File: src/rtl/elevator_request_scheduler.sv
// SCAN-policy request scheduler for a single elevator car: latches hall/car calls,
// steps the car one floor per travel period and times the door dwell.
module elevator_request_scheduler #(
  parameter int NUM_FLOORS    = 5,
  parameter int FLOOR_W       = 4,
  parameter int TRAVEL_CYCLES = 50000000,
  parameter int DOOR_CYCLES   = 100000000,
  parameter int TIMER_W       = 32
) (
  input  logic                  clk,
  input  logic                  rst_n,
  input  logic [FLOOR_W-1:0]    hall_floor,
  input  logic                  hall_up,
  input  logic                  hall_down,
  input  logic [NUM_FLOORS-1:0] car_req,
  input  logic                  update,
  output logic [FLOOR_W-1:0]    cur_floor,
  output logic [1:0]            direction,
  output logic                  door_open,
  output logic [NUM_FLOORS-1:0] pending
);

  localparam logic [1:0] ST_IDLE   = 2'd0;
  localparam logic [1:0] ST_MOVING = 2'd1;
  localparam logic [1:0] ST_DOOR   = 2'd2;

  localparam logic [1:0] DIR_IDLE = 2'b00;
  localparam logic [1:0] DIR_UP   = 2'b01;
  localparam logic [1:0] DIR_DOWN = 2'b10;

  localparam logic [FLOOR_W-1:0]    TOP_FLOOR   = FLOOR_W'(NUM_FLOORS - 1);
  localparam logic [FLOOR_W-1:0]    GROUND      = {FLOOR_W{1'b0}};
  localparam logic [TIMER_W-1:0]    TRAVEL_LOAD = TIMER_W'(TRAVEL_CYCLES);
  localparam logic [TIMER_W-1:0]    DOOR_LOAD   = TIMER_W'(DOOR_CYCLES);
  localparam logic [TIMER_W-1:0]    TIMER_ONE   = TIMER_W'(1);
  localparam logic [NUM_FLOORS-1:0] NO_FLOORS   = {NUM_FLOORS{1'b0}};

  function automatic logic [NUM_FLOORS-1:0] floorBit(input logic [FLOOR_W-1:0] f);
    logic [NUM_FLOORS-1:0] m;
    m = {NUM_FLOORS{1'b0}};
    for (int i = 0; i < NUM_FLOORS; i++) m[i] = (f == FLOOR_W'(i));
    return m;
  endfunction

  function automatic logic [NUM_FLOORS-1:0] aboveMask(input logic [FLOOR_W-1:0] f);
    logic [NUM_FLOORS-1:0] m;
    m = {NUM_FLOORS{1'b0}};
    for (int i = 0; i < NUM_FLOORS; i++) m[i] = (FLOOR_W'(i) > f);
    return m;
  endfunction

  function automatic logic [NUM_FLOORS-1:0] belowMask(input logic [FLOOR_W-1:0] f);
    logic [NUM_FLOORS-1:0] m;
    m = {NUM_FLOORS{1'b0}};
    for (int i = 0; i < NUM_FLOORS; i++) m[i] = (FLOOR_W'(i) < f);
    return m;
  endfunction

  logic [1:0]            state_r;
  logic [FLOOR_W-1:0]    curFloor_r;
  logic [1:0]            dir_r;
  logic [1:0]            lastDir_r;
  logic                  doorOpen_r;
  logic [TIMER_W-1:0]    timer_r;
  logic [NUM_FLOORS-1:0] carPend_r;
  logic [NUM_FLOORS-1:0] upPend_r;
  logic [NUM_FLOORS-1:0] downPend_r;

  logic [NUM_FLOORS-1:0] pendAll_s;
  logic [NUM_FLOORS-1:0] curBit_s;
  logic [NUM_FLOORS-1:0] hallBit_s;
  logic [NUM_FLOORS-1:0] carSet_s;
  logic [NUM_FLOORS-1:0] upSet_s;
  logic [NUM_FLOORS-1:0] downSet_s;
  logic [NUM_FLOORS-1:0] carClr_s;
  logic [NUM_FLOORS-1:0] upClr_s;
  logic [NUM_FLOORS-1:0] downClr_s;
  logic                  absorb_s;
  logic                  hereReq_s;
  logic                  aheadUpCur_s;
  logic                  aheadDownCur_s;
  logic [1:0]            oppDir_s;
  logic [FLOOR_W-1:0]    nextFloor_s;
  logic [NUM_FLOORS-1:0] nextBit_s;
  logic                  movingUp_s;
  logic                  aheadNext_s;
  logic                  dirHallNext_s;
  logic                  anyHallNext_s;
  logic                  atEnd_s;
  logic                  stop_s;
  logic                  arrive_s;

  assign pendAll_s      = carPend_r | upPend_r | downPend_r;
  assign curBit_s       = floorBit(curFloor_r);
  assign hallBit_s      = floorBit(hall_floor);
  assign hereReq_s      = |(pendAll_s & curBit_s);
  assign aheadUpCur_s   = |(pendAll_s & aboveMask(curFloor_r));
  assign aheadDownCur_s = |(pendAll_s & belowMask(curFloor_r));
  assign oppDir_s       = (lastDir_r == DIR_UP) ? DIR_DOWN : DIR_UP;

  // Qualify incoming calls; while the door is open, calls for this floor are absorbed.
  always_comb begin
    carSet_s  = NO_FLOORS;
    upSet_s   = NO_FLOORS;
    downSet_s = NO_FLOORS;
    absorb_s  = 1'b0;
    if (update) begin
      carSet_s  = car_req;
      upSet_s   = (hall_up && (hall_floor < TOP_FLOOR)) ? hallBit_s : NO_FLOORS;
      downSet_s = (hall_down && (hall_floor != GROUND) && (hall_floor <= TOP_FLOOR))
                  ? hallBit_s : NO_FLOORS;
    end else begin
      carSet_s  = NO_FLOORS;
    end
    if (state_r == ST_DOOR) begin
      absorb_s  = |((carSet_s | upSet_s | downSet_s) & curBit_s);
      carSet_s  = carSet_s & ~curBit_s;
      upSet_s   = upSet_s & ~curBit_s;
      downSet_s = downSet_s & ~curBit_s;
    end else begin
      absorb_s  = 1'b0;
    end
  end

  // Floor the car reaches when the current travel period expires (clamped to the shaft).
  always_comb begin
    nextFloor_s = curFloor_r;
    if ((dir_r == DIR_UP) && (curFloor_r != TOP_FLOOR)) begin
      nextFloor_s = curFloor_r + FLOOR_W'(1);
    end else if ((dir_r == DIR_DOWN) && (curFloor_r != GROUND)) begin
      nextFloor_s = curFloor_r - FLOOR_W'(1);
    end else begin
      nextFloor_s = curFloor_r;
    end
  end

  assign nextBit_s     = floorBit(nextFloor_s);
  assign movingUp_s    = (dir_r == DIR_UP);
  assign aheadNext_s   = movingUp_s ? |(pendAll_s & aboveMask(nextFloor_s))
                                    : |(pendAll_s & belowMask(nextFloor_s));
  assign dirHallNext_s = movingUp_s ? |(upPend_r & nextBit_s) : |(downPend_r & nextBit_s);
  assign anyHallNext_s = |((upPend_r | downPend_r) & nextBit_s);
  assign atEnd_s       = movingUp_s ? (nextFloor_s == TOP_FLOOR) : (nextFloor_s == GROUND);
  assign stop_s        = (|(carPend_r & nextBit_s)) || dirHallNext_s
                         || (!aheadNext_s && anyHallNext_s) || atEnd_s;
  assign arrive_s      = (state_r == ST_MOVING) && (timer_r <= TIMER_ONE);

  // Served bits: a reversing stop also serves the opposite-direction hall call.
  always_comb begin
    carClr_s  = NO_FLOORS;
    upClr_s   = NO_FLOORS;
    downClr_s = NO_FLOORS;
    if ((state_r == ST_IDLE) && hereReq_s) begin
      carClr_s  = curBit_s;
      upClr_s   = curBit_s;
      downClr_s = curBit_s;
    end else if (arrive_s && stop_s) begin
      carClr_s = nextBit_s;
      if (movingUp_s) begin
        upClr_s   = nextBit_s;
        downClr_s = aheadNext_s ? NO_FLOORS : nextBit_s;
      end else begin
        downClr_s = nextBit_s;
        upClr_s   = aheadNext_s ? NO_FLOORS : nextBit_s;
      end
    end else begin
      carClr_s = NO_FLOORS;
    end
  end

  // Pending request registers; a clear only coincides with a set on a served floor.
  always_ff @(posedge clk or negedge rst_n) begin
    if (!rst_n) begin
      carPend_r  <= {NUM_FLOORS{1'b0}};
      upPend_r   <= {NUM_FLOORS{1'b0}};
      downPend_r <= {NUM_FLOORS{1'b0}};
    end else begin
      carPend_r  <= (carPend_r | carSet_s) & ~carClr_s;
      upPend_r   <= (upPend_r | upSet_s) & ~upClr_s;
      downPend_r <= (downPend_r | downSet_s) & ~downClr_s;
    end
  end

  // Motion/door sequencer with the shared travel/dwell timer.
  always_ff @(posedge clk or negedge rst_n) begin
    if (!rst_n) begin
      state_r    <= ST_IDLE;
      curFloor_r <= {FLOOR_W{1'b0}};
      dir_r      <= DIR_IDLE;
      lastDir_r  <= DIR_UP;
      doorOpen_r <= 1'b0;
      timer_r    <= {TIMER_W{1'b0}};
    end else begin
      case (state_r)
        ST_IDLE: begin
          if (hereReq_s) begin
            state_r    <= ST_DOOR;
            doorOpen_r <= 1'b1;
            timer_r    <= DOOR_LOAD;
          end else if ((lastDir_r == DIR_UP) ? aheadUpCur_s : aheadDownCur_s) begin
            state_r <= ST_MOVING;
            dir_r   <= lastDir_r;
            timer_r <= TRAVEL_LOAD;
          end else if ((lastDir_r == DIR_UP) ? aheadDownCur_s : aheadUpCur_s) begin
            state_r   <= ST_MOVING;
            dir_r     <= oppDir_s;
            lastDir_r <= oppDir_s;
            timer_r   <= TRAVEL_LOAD;
          end else begin
            state_r <= ST_IDLE;
          end
        end
        ST_MOVING: begin
          if (arrive_s) begin
            curFloor_r <= nextFloor_s;
            if (stop_s) begin
              state_r    <= ST_DOOR;
              doorOpen_r <= 1'b1;
              timer_r    <= DOOR_LOAD;
            end else begin
              timer_r <= TRAVEL_LOAD;
            end
          end else begin
            timer_r <= timer_r - TIMER_ONE;
          end
        end
        ST_DOOR: begin
          if (absorb_s) begin
            timer_r <= DOOR_LOAD;
          end else if (timer_r <= TIMER_ONE) begin
            state_r    <= ST_IDLE;
            doorOpen_r <= 1'b0;
            dir_r      <= DIR_IDLE;
            timer_r    <= {TIMER_W{1'b0}};
          end else begin
            timer_r <= timer_r - TIMER_ONE;
          end
        end
        default: begin
          state_r    <= ST_IDLE;
          dir_r      <= DIR_IDLE;
          doorOpen_r <= 1'b0;
          timer_r    <= {TIMER_W{1'b0}};
        end
      endcase
    end
  end

  assign cur_floor = curFloor_r;
  assign direction = dir_r;
  assign door_open = doorOpen_r;
  assign pending   = pendAll_s;

endmodule

File: config.mk
export PLATFORM = sky130hd
export DESIGN_NAME = elevator_request_scheduler
export DESIGN_NICKNAME = d
export VERILOG_FILES = /design/src/rtl/elevator_request_scheduler.sv
export SDC_FILE = /design/constraint.sdc
export NUM_CORES = 1
export LEC_CHECK = 0
export ABC_AREA = 1
export CAP_MARGIN = 20
export CORE_UTILIZATION = 36
export DETAILED_ROUTE_END_ITERATION = 6
export GPL_TIMING_DRIVEN = 0
export HOLD_SLACK_MARGIN = 0.08
export PLACE_DENSITY = 0.56
export SETUP_SLACK_MARGIN = 0.15
export SYNTH_ARGS = -nofsm -noshare
export SYNTH_HDL_FRONTEND = slang
export SYNTH_SLANG_ARGS = --single-unit
File: constraint.sdc
create_clock -name clk -period 2.9 [get_ports clk]
set_input_delay 0.435 -clock clk [delete_from_list [all_inputs] [get_ports clk]]
set_output_delay 0.435 -clock clk [all_outputs]
set_load 0.01 [all_outputs]
# Word level (Yosys, flattened, before mapping)
# Cells that the tools add are included.
word_totals:
  ff_bits: 58
  input_bits: 14
  output_inout_bits: 12
classes:
  add_sub_neg: 3
  magnitude_cmp: 23
  eq_ne: 26
  muxes: 52
  bitwise_logic: 31
  reduce_logical: 34
ops:
  columns: ["op", "count"]
  rows:
  - ["$mux 32", 6]
  - ["$pmux 32 s3", 1]
  - ["$mux 5", 17]
  - ["$and 5x5->5", 16]
  - ["$reduce_or 5->1", 10]
  - ["$or 5x5->5", 8]
  - ["$le 32x1->1 const B", 1]
  - ["$sub 32x1->32 const B", 1]
  - ["$mux 27", 1]
  - ["$eq 4x2->1 const B", 6]
  - ["$not 5->5", 4]
  - ["$mux 2", 9]
  - ["$gt 1x4->1 const A", 4]
  - ["$gt 2x4->1 const A", 4]
  - ["$lt 1x4->1 const A", 4]
  - ["$lt 2x4->1 const A", 4]
  - ["$mux 1", 13]
  - ["$eq 4x1->1 const B", 3]
  - ["$eq 4x3->1 const B", 3]
  - ["$logic_not 4->1", 3]
  - ["$pmux 2 s3", 2]
  - ["$ne 2x2->1 const B", 5]
  - ["$reduce_and 5->1", 2]
  - ["$logic_and 1x1->1", 9]
  - ["21 further kinds", 33]

# Logic depth before layout (Yosys ltp)
# Gate-level depths: netlist of run 1.
logic_depth:
  ltp_word: 17
  mapped_depth: 21
  depth_no_buf: 20

# Worst setup path before layout of run 1
# Ideal clock, no wire load.
synth_timing:
  kind: "register -> register"
  from: "register curFloor_r[0] (netlist: cur_floor[0])"
  to: "register downPend_r[1]"
  arrival_ns: 2.435
  t_required_ns: 2.779
  slack_ns: 0.344
  stages_incl_launch_ff: 21
  n_path_buf: 1
  period_less_slack_ns: 2.556
  cell_sequence: "dfrtp_1 -> inv_1 -> ha_1 -> nand3_4 -> nand2_4 -> inv_2 -> nand2_1 -> nand2_4 -> inv_4 -> nand2_4 -> nor2_4 -> nor2_1 -> nor2_1 -> nand2_1 -> nand2_2 -> nand3_2 -> nand2_2 -> buf_6 -> nand3_2 -> nor2_1 -> nor2_1"
synth_via:
  elab_chain_len: 17
  word_cells_on_any_way: 62
synth_lines:
  columns: ["item", "line", "source"]
  rows:
  - ["start: declaration", "60", "logic [FLOOR_W-1:0] curFloor_r;"]
  - ["start signal: assignment", "188", "curFloor_r <= {FLOOR_W{1'b0}};"]
  - ["start signal: assignment", "215", "curFloor_r <= nextFloor_s;"]
  - ["parallel branches: the longest is 16 deep, another holds $sub 4x1->4", null, null]
  - ["$and 5x5->5 (*)", "180", "downPend_r <= (downPend_r | downSet_s) & ~downClr_s;"]
  - ["end signal: assignment", "176", "downPend_r <= {NUM_FLOORS{1'b0}};"]
  - ["end signal: assignment", "180", null]
  - ["end: declaration", "67", "logic [NUM_FLOORS-1:0] downPend_r;"]
# Every way passes the cells marked *.
# A chain may end at the register's enable or synchronous reset.

# Worst setup path after layout of run 1
layout_timing:
  from: "register curFloor_r[0] (netlist: cur_floor[0])"
  to: "register timer_r[26]"
layout_via:
  elab_chain_len: 15
  word_cells_on_any_way: 76
layout_lines:
  columns: ["item", "line", "source"]
  rows:
  - ["parallel branches: the longest is 15 deep, another holds $sub 4x1->4", null, null]
  - ["end signal: assignment", "192", "timer_r <= {TIMER_W{1'b0}};"]
  - ["end signal: assignment", "224", "timer_r <= timer_r - TIMER_ONE;"]
  - ["end signal: assignment", "234", "timer_r <= {TIMER_W{1'b0}};"]
  - ["end: declaration", "64", "logic [TIMER_W-1:0] timer_r;"]
# Several ways; the timed one is not identified.

==> flow_metrics.py, run 1 <==
metrics = {
    "cells_and_area": {
        "ratio_of_cells_with_drive_above_1_in_the_final_layout": 0.167,
        "layout.nets": 757,
        "finalCoreUtilization": 0.461,
        "ant_diodes": 0,
        "final_design_area_no_fill_um2": 5580,
        "areaGrowthSynthToFinish_pct": 24.0,
    },
    "timing": {
        "final-max-slew-violation-count": 0,
        "max_freq_ghz": 0.371,
        "finalCritPeriodShare": 0.928,
        "worst_slew_pin_slew_ns": 0.780,
        "finalSetupViolations": 0,
        "layout_min_cycle_time_ns": 2.69,
        "post-route-worst-setup-slack_ns": 0.208,
        "slew_headroom": 0.480,
        "rsz0062_at_grt": "yes",
        "hold_viol_final": 0,
        "finClkSkew_ns": 0.0124,
    },
    "floorplan": {
        "floorplan.die.height_um": 114,
        "row_count": 40,
        "dieArea_um2": 13000,
        "floorplan.core_area_um2": 12100,
        "chipWidth_um": 114,
        "pin_count": 26,
        "initial_utilization": 0.372,
    },
    "grt": {
        "antenna_found_initial": 0,
        "largest_net_degree_at_the_start_of_global_routing": 59,
        "grt_usage": 0.223,
        "overflow": 0,
        "number_of_global_route_vias_before_repair": 4487,
        "grt_pass1_wl_um": 22200,
    },
    "clocking": {
        "cts.htree.levels": 3,
        "ctsLongestPathBuffers": 2,
        "cts_tree": "yes",
        "clock_sinks": 58,
        "clk-insertion-delay-late_ns": 0.34,
        "root_buffer": "sky130_fd_sc_hd__clkbuf_16",
        "hold_buf_cts": 0,
        "cts_inserted_buffers": 9,
        "clk_pin_slew_worst_paths_ns": 0.06,
    },
    "routing": {
        "dr_total_vias": 4640,
        "firstDrtPassIters": 5,
        "remaining_antenna_violation_count_after_routing": 0,
        "drt-total-wl_um": 13700,
        "route.detailed.drc": 0,
        "vias_per_cell": 5.10,
        "routed_wire_length_per_instance_um": 15.1,
        "drtIter0Drc": 202,
    },
    "critical_path": {
        "crit_type": "flop to flop",
        "critical_path_arrival_ns": 2.89,
        "critPathCaptureType": "flop",
        "critPathRequiredTime_ns": 3.10,
        "start_kind": "flop",
        "critical_path_peak_fanout": 8,
    },
    "run": {
        "max_cap_viol_count": 0,
    },
    "yosys": {
        "yosysSeqAreaShare": 0.323,
        "synthesis.area_per_instance_um2": 6.62,
        "ys_seq_elements": 58,
        "netlist-cell-type-count": 41,
        "postSynthCellCount": 680,
        "ys_warn_count": 0,
        "mappedNetlistArea_um2": 4500,
        "synth_fp_nets": 700,
    },
    "place": {
        "dp.final_hpwl_um": 10100,
        "input_output_buffers": 24,
        "gpl.final_weighted_congestion": 0.973,
        "post_dp_cell_area_um2": 4950,
        "worst_slack_at_placement_ns": -0.246,
    },
    "pwr": {
        "p_per_area_nw_per_um2": 918,
        "power.leakage_nw": 2.70,
        "totalPowerFinal_mw": 5.12,
        "peakVddDrop_v": 0.000571,
    },
    "outcome": {
        "run_status": "finished clean",
    },
    "min_path": {
        "holdCritPathClass": "input pin to async pin",
    },
}
-- cells in the final DEF (no fill, tap or decap), types with 17 or more instances in the layout --
cell type / instances
sky130_fd_sc_hd__clkdlybuf4s50_1: 23
sky130_fd_sc_hd__xor2_1: 17
sky130_fd_sc_hd__dfrtp_1: 54
sky130_fd_sc_hd__o21ai_0: 35
sky130_fd_sc_hd__nor2_1: 92
sky130_fd_sc_hd__buf_4: 22
sky130_fd_sc_hd__nand3_1: 56
sky130_fd_sc_hd__inv_1: 89
sky130_fd_sc_hd__nand2_1: 151
sky130_fd_sc_hd__a21oi_1: 26
sky130_fd_sc_hd__nand4_1: 26
-- path summary, 6_finish.rpt --
check	start	to	slack, ns	cells after the start
setup reg to reg	cur_floor[0]$_DFFE_PN0P_	timer_r[26]$_DFFE_PN0P_	0.21	20
hold / removal	rst_n	cur_floor[3]$_DFFE_PN0P_	0.17	1
min in group clk	door_open$_DFFE_PN0P_	door_open$_DFFE_PN0P_	0.47	2
hold reg to reg	door_open$_DFFE_PN0P_	door_open$_DFFE_PN0P_	0.47	2
setup / recovery	cur_floor[0]$_DFFE_PN0P_	timer_r[26]$_DFFE_PN0P_	0.21	20
max in group asynchronous	rst_n	cur_floor[1]$_DFFE_PN0P_	2.19	1
-- stage by stage --
stage                     hold WS (ns)  std cells  TNS [ns]
after detailed placement         0.471        872     -8.71
final                            0.172        909         0
after CTS                        0.198        893         0
after global placement           0.466        872    -44.74
after global routing             0.244        909         0
after floorplan                  0.139        680         0
-- report_power, final --
group          switching (mW)  leakage, nW  internal, mW
Sequential              0.243        0.714          1.06
Combinational            1.81         1.86          1.06
Clock                   0.387        0.127         0.565
Total                    2.44         2.70          2.69
-- kinds of logic after synthesis --
logic type / share of synthesized area
AND/OR/NAND/NOR: 0.411
adder cells (fa/ha/maj): 0.0167
multiplexers: 0.00250
flip-flops: 0.323
XOR/XNOR: 0.0525
AO/OA/AOI/OAI: 0.0989
buffers and inverters: 0.0962
-- synth_stat cells --
master / count / area share
sky130_fd_sc_hd__nand2_1: 158 / 0.13
sky130_fd_sc_hd__nor2_1: 100 / 0.083
sky130_fd_sc_hd__inv_1: 91 / 0.076
sky130_fd_sc_hd__nand3_1: 59 / 0.066
sky130_fd_sc_hd__dfrtp_1: 57 / 0.32
sky130_fd_sc_hd__o21ai_0: 35 / 0.039
sky130_fd_sc_hd__a21oi_1: 26 / 0.029
sky130_fd_sc_hd__nand4_1: 26 / 0.036
sky130_fd_sc_hd__xor2_1: 17 / 0.033
sky130_fd_sc_hd__nor3_1: 13 / 0.014
sky130_fd_sc_hd__xnor2_1: 10 / 0.019
sky130_fd_sc_hd__buf_2: 9 / 0.010
sky130_fd_sc_hd__nor2_2: 9 / 0.013
sky130_fd_sc_hd__nand2_2: 7 / 0.0097
sky130_fd_sc_hd__nand2_4: 7 / 0.018
sky130_fd_sc_hd__ha_1: 6 / 0.017
sky130_fd_sc_hd__inv_2: 5 / 0.0042
sky130_fd_sc_hd__o21ai_1: 5 / 0.0056
sky130_fd_sc_hd__nor2_4: 4 / 0.010
sky130_fd_sc_hd__o21bai_1: 4 / 0.0067
sky130_fd_sc_hd__a31oi_1: 3 / 0.0042
sky130_fd_sc_hd__nand3_2: 3 / 0.0067
sky130_fd_sc_hd__nor4_1: 3 / 0.0042
sky130_fd_sc_hd__a211oi_1: 2 / 0.0033
sky130_fd_sc_hd__inv_4: 2 / 0.0028
sky130_fd_sc_hd__nand3_4: 2 / 0.0078
sky130_fd_sc_hd__o211ai_1: 2 / 0.0033
sky130_fd_sc_hd__o22ai_1: 2 / 0.0028
sky130_fd_sc_hd__a21oi_2: 1 / 0.0019
sky130_fd_sc_hd__buf_6: 1 / 0.0025
sky130_fd_sc_hd__clkbuf_1: 1 / 0.00083
sky130_fd_sc_hd__dfstp_2: 1 / 0.0058
sky130_fd_sc_hd__mux2_2: 1 / 0.0025
sky130_fd_sc_hd__nand3b_1: 1 / 0.0017
sky130_fd_sc_hd__nand3b_2: 1 / 0.0025
sky130_fd_sc_hd__nor3_2: 1 / 0.0022
sky130_fd_sc_hd__nor3b_1: 1 / 0.0017
sky130_fd_sc_hd__o21a_1: 1 / 0.0017
sky130_fd_sc_hd__o31ai_1: 1 / 0.0017
sky130_fd_sc_hd__or2_1: 1 / 0.0014
sky130_fd_sc_hd__or2_2: 1 / 0.0014
-- registers in the layout (all words and copies together) (netlist names) --
register and count:
state_r 2, carPend_r 5, cur_floor 4, lastDir_r 2, upPend_r 5, direction 2
timer_r 32, door_open 1, downPend_r 5
-- metal layers --
layer  routed length [µm]  global-route usage  vias to the layer above
li1                     -                   -                     2312
met1                 5870               0.267                     2201
met2                 6930               0.389                      104
met3                  633              0.0553                       23
met4                  259              0.0823                        0
met5                    0                   0                        -
-- worst max-delay path, stage by stage, from the launching register on --
cell and delay, ns:
sky130_fd_sc_hd__dfrtp_2 0.45, sky130_fd_sc_hd__inv_2 0.10, sky130_fd_sc_hd__ha_4 0.18, sky130_fd_sc_hd__nand3_4 0.12
sky130_fd_sc_hd__nand2_4 0.17, sky130_fd_sc_hd__nand2_1 0.07, sky130_fd_sc_hd__inv_1 0.06, sky130_fd_sc_hd__nand2_2 0.06
sky130_fd_sc_hd__nand2_4 0.11, sky130_fd_sc_hd__inv_4 0.06, sky130_fd_sc_hd__nand2_4 0.10, sky130_fd_sc_hd__nor2_4 0.06
sky130_fd_sc_hd__nand2_1 0.05, sky130_fd_sc_hd__nand2_1 0.07, sky130_fd_sc_hd__nor2_1 0.10, sky130_fd_sc_hd__nand3_1 0.12
sky130_fd_sc_hd__nor2_4 0.21, sky130_fd_sc_hd__nand2_4 0.10, sky130_fd_sc_hd__clkbuf_16 0.17, sky130_fd_sc_hd__nand3_4 0.08
sky130_fd_sc_hd__nand4_1 0.09
-- cell type report --
type | count | area [µm²]
fill | 1283 | 6530
multi-input combinational | 513 | 2790
sequential | 58 | 1460
timing repair buffer | 46 | 420
inverter | 98 | 375
clock buffer | 9 | 225
tap | 168 | 210
buffer | 11 | 76.3
clock inverter | 6 | 35.0
-- what timing repair did --
| action | 4_1_cts | 5_1_grt |
|---|---|---|
| setup buffers | 6 | 15 |
| cloned | 0 | 1 |
| pin swaps | 2 | 19 |
| gates resized for setup | 14 | 38 |
| setup endpoints to repair | 52 | 54 |
Note: power is estimated with default switching activity, not from simulation.
==> run 2: changes to the inputs <==
- SKIP_CTS_REPAIR_TIMING: unset -> 1
==> flow_metrics.py, run 2 (same netlist as run 1, synthesis figures left out) <==
metrics = {
    "outcome": {
        "run_status": "finished clean",
    },
    "critical_path": {
        "timing.rr.start": "cur_floor[0]$_DFFE_PN0P_",
        "start_kind": "flop",
        "critPathCaptureType": "flop",
        "critical_path_arrival_ns": 2.90,
        "critical_path_peak_fanout": 8,
        "critical_path.cell_chain": "inv_4 -> ha_4 -> nand3_4 -> nand2_4 -> nand2_1 -> inv_1 -> nand2_2 -> nand2_4 -> inv_4 -> nand2_4 -> nor2_4 -> nand2_1 -> nand2_1 -> nor2_1 -> nand3_2 -> nor2_4 -> nand2_4 -> clkbuf_16 -> nand3_4 -> nand4_1",
        "critical_path.max_stage_delay_ns": 0.46,
        "critical_path.slowest_cell": "sky130_fd_sc_hd__dfrtp_2",
        "critical_path.startpoint": "cur_floor[0]$_DFFE_PN0P_",
        "critPathRequiredTime_ns": 3.10,
        "timing.critical_path.mode_cell": "sky130_fd_sc_hd__nand2_4",
        "crit_type": "flop to flop",
    },
    "pwr": {
        "clock_power_share": 0.186,
        "peakVddDrop_v": 0.000572,
        "totalPowerFinal_mw": 5.13,
        "seq_power_share": 0.255,
        "p_per_area_nw_per_um2": 915,
        "power.leakage_nw": 2.71,
        "power_switching_mw": 2.44,
        "part_of_the_power_in_combinational_logic": 0.560,
        "intPower_mw": 2.69,
        "switching_share": 0.475,
    },
    "cells_and_area": {
        "largest_reg_flops": 32,
        "final_design_area_no_fill_um2": 5600,
        "final-instance-count-excl-fill": 908,
        "registers.top_by_ff_count": "timer_r",
        "ant_diodes": 0,
        "most_frequent_cells_in_the_layout": "sky130_fd_sc_hd__nand2_1 (150), sky130_fd_sc_hd__nor2_1 (91), sky130_fd_sc_hd__inv_1 (87)",
        "areaGrowthSynthToFinish_pct": 24.5,
        "finalCoreUtilization": 0.463,
        "ratio_of_cells_with_drive_above_1_in_the_final_layout": 0.177,
        "layout.nets": 756,
        "layout.cells.most_common": "sky130_fd_sc_hd__nand2_1",
    },
    "routing": {
        "drt-total-wl_um": 13700,
        "vias_per_cell": 5.09,
        "route.detailed.drc": 0,
        "routed_wire_length_per_instance_um": 15.1,
        "drtIter0Drc": 247,
        "dr_total_vias": 4618,
        "remaining_antenna_violation_count_after_routing": 0,
        "firstDrtPassIters": 5,
    },
    "timing": {
        "worst_slew_pin_slew_ns": 0.785,
        "finalCritPeriodShare": 0.930,
        "rsz0062_at_grt": "yes",
        "finalSetupViolations": 0,
        "slew_headroom": 0.476,
        "finClkSkew_ns": 0.0133,
        "max_freq_ghz": 0.371,
        "minimum_hold_slack_ns": 0.172,
        "final-max-slew-violation-count": 0,
        "layout_min_cycle_time_ns": 2.70,
        "hold_viol_final": 0,
    },
    "floorplan": {
        "initial_utilization": 0.372,
        "floorplan.die.height_um": 114,
        "floorplan.core_area_um2": 12100,
        "row_count": 40,
        "pin_count": 26,
        "chipWidth_um": 114,
        "dieArea_um2": 13000,
    },
    "grt": {
        "grt_pass1_wl_um": 21900,
        "grt_usage": 0.222,
        "number_of_global_route_vias_before_repair": 4452,
        "largest_net_degree_at_the_start_of_global_routing": 59,
        "overflow": 0,
        "antenna_found_initial": 0,
    },
    "clocking": {
        "cts.htree.levels": 3,
        "ctsLongestPathBuffers": 2,
        "cts_tree": "yes",
        "clk-insertion-delay-late_ns": 0.34,
        "clock_sinks": 58,
        "clk_pin_slew_worst_paths_ns": 0.06,
        "cts_inserted_buffers": 9,
        "root_buffer": "sky130_fd_sc_hd__clkbuf_16",
    },
    "run": {
        "max_cap_viol_count": 0,
    },
    "place": {
        "dp.final_hpwl_um": 10100,
        "gpl.final_weighted_congestion": 0.973,
        "input_output_buffers": 24,
        "post_dp_cell_area_um2": 4950,
        "place_inst": 872,
    },
    "min_path": {
        "holdCritPathClass": "input pin to async pin",
    },
}
## run 2: final cells by class
| class | count | area (µm²) |
|---|---|---|
| inverter | 98 | 380 |
| buffer | 11 | 73.8 |
| tap | 168 | 210 |
| sequential | 58 | 1460 |
| multi-input combinational | 513 | 2810 |
| clock buffer | 9 | 225 |
| fill | 1273 | 6510 |
| timing repair buffer | 45 | 413 |
| clock inverter | 6 | 35.0 |
## run 2: power by group through the flow
stage | registers (mW) | clock network, mW | logic [mW]
4_1_cts | 1.31 | 0.986 | 2.48
5_1_grt | 1.35 | 1.02 | 3.21
3_5_place_dp | 1.31 | 0 | 2.47
2_1_floorplan | 1.26 | 0 | 1.86
6_report | 1.31 | 0.953 | 2.87
3_3_place_gp | 1.31 | 0 | 2.44
## run 2: path summary, 6_finish.rpt
check                                      endpoint  slack (ns)  depth (start not counted)
min in group clk              door_open$_DFFE_PN0P_        0.47                          2
min reg2reg                   door_open$_DFFE_PN0P_        0.47                          2
max in group asynchronous  cur_floor[1]$_DFFE_PN0P_        2.19                          1
min                        cur_floor[3]$_DFFE_PN0P_        0.17                          1
max reg2reg                 timer_r[26]$_DFFE_PN0P_        0.20                         20
max                         timer_r[26]$_DFFE_PN0P_        0.20                         20
## run 2: per-layer routing
layer  track usage  part of all wire
met2         0.386              0.50
met1         0.264              0.43
met4        0.0823             0.020
met3        0.0553             0.051
met5             0                 0
## run 2: worst max-delay path, delay by kind of cell (launching register included)
family | cells | cell delay (ns)
DFF | 1 | 0.46
buffers and inverters | 4 | 0.39
and+or+nand+nor | 15 | 1.51
adders and majority gates | 1 | 0.19
## run 2: per-stage QoR
stage | TNS [ns] | setup slack (ns)
floorplan | 0 | 0.344
global placement | -44.74 | -0.654
detailed placement | -8.71 | -0.246
CTS | -9.34 | -0.275
global route | 0 | 0.0664
finish | 0 | 0.203
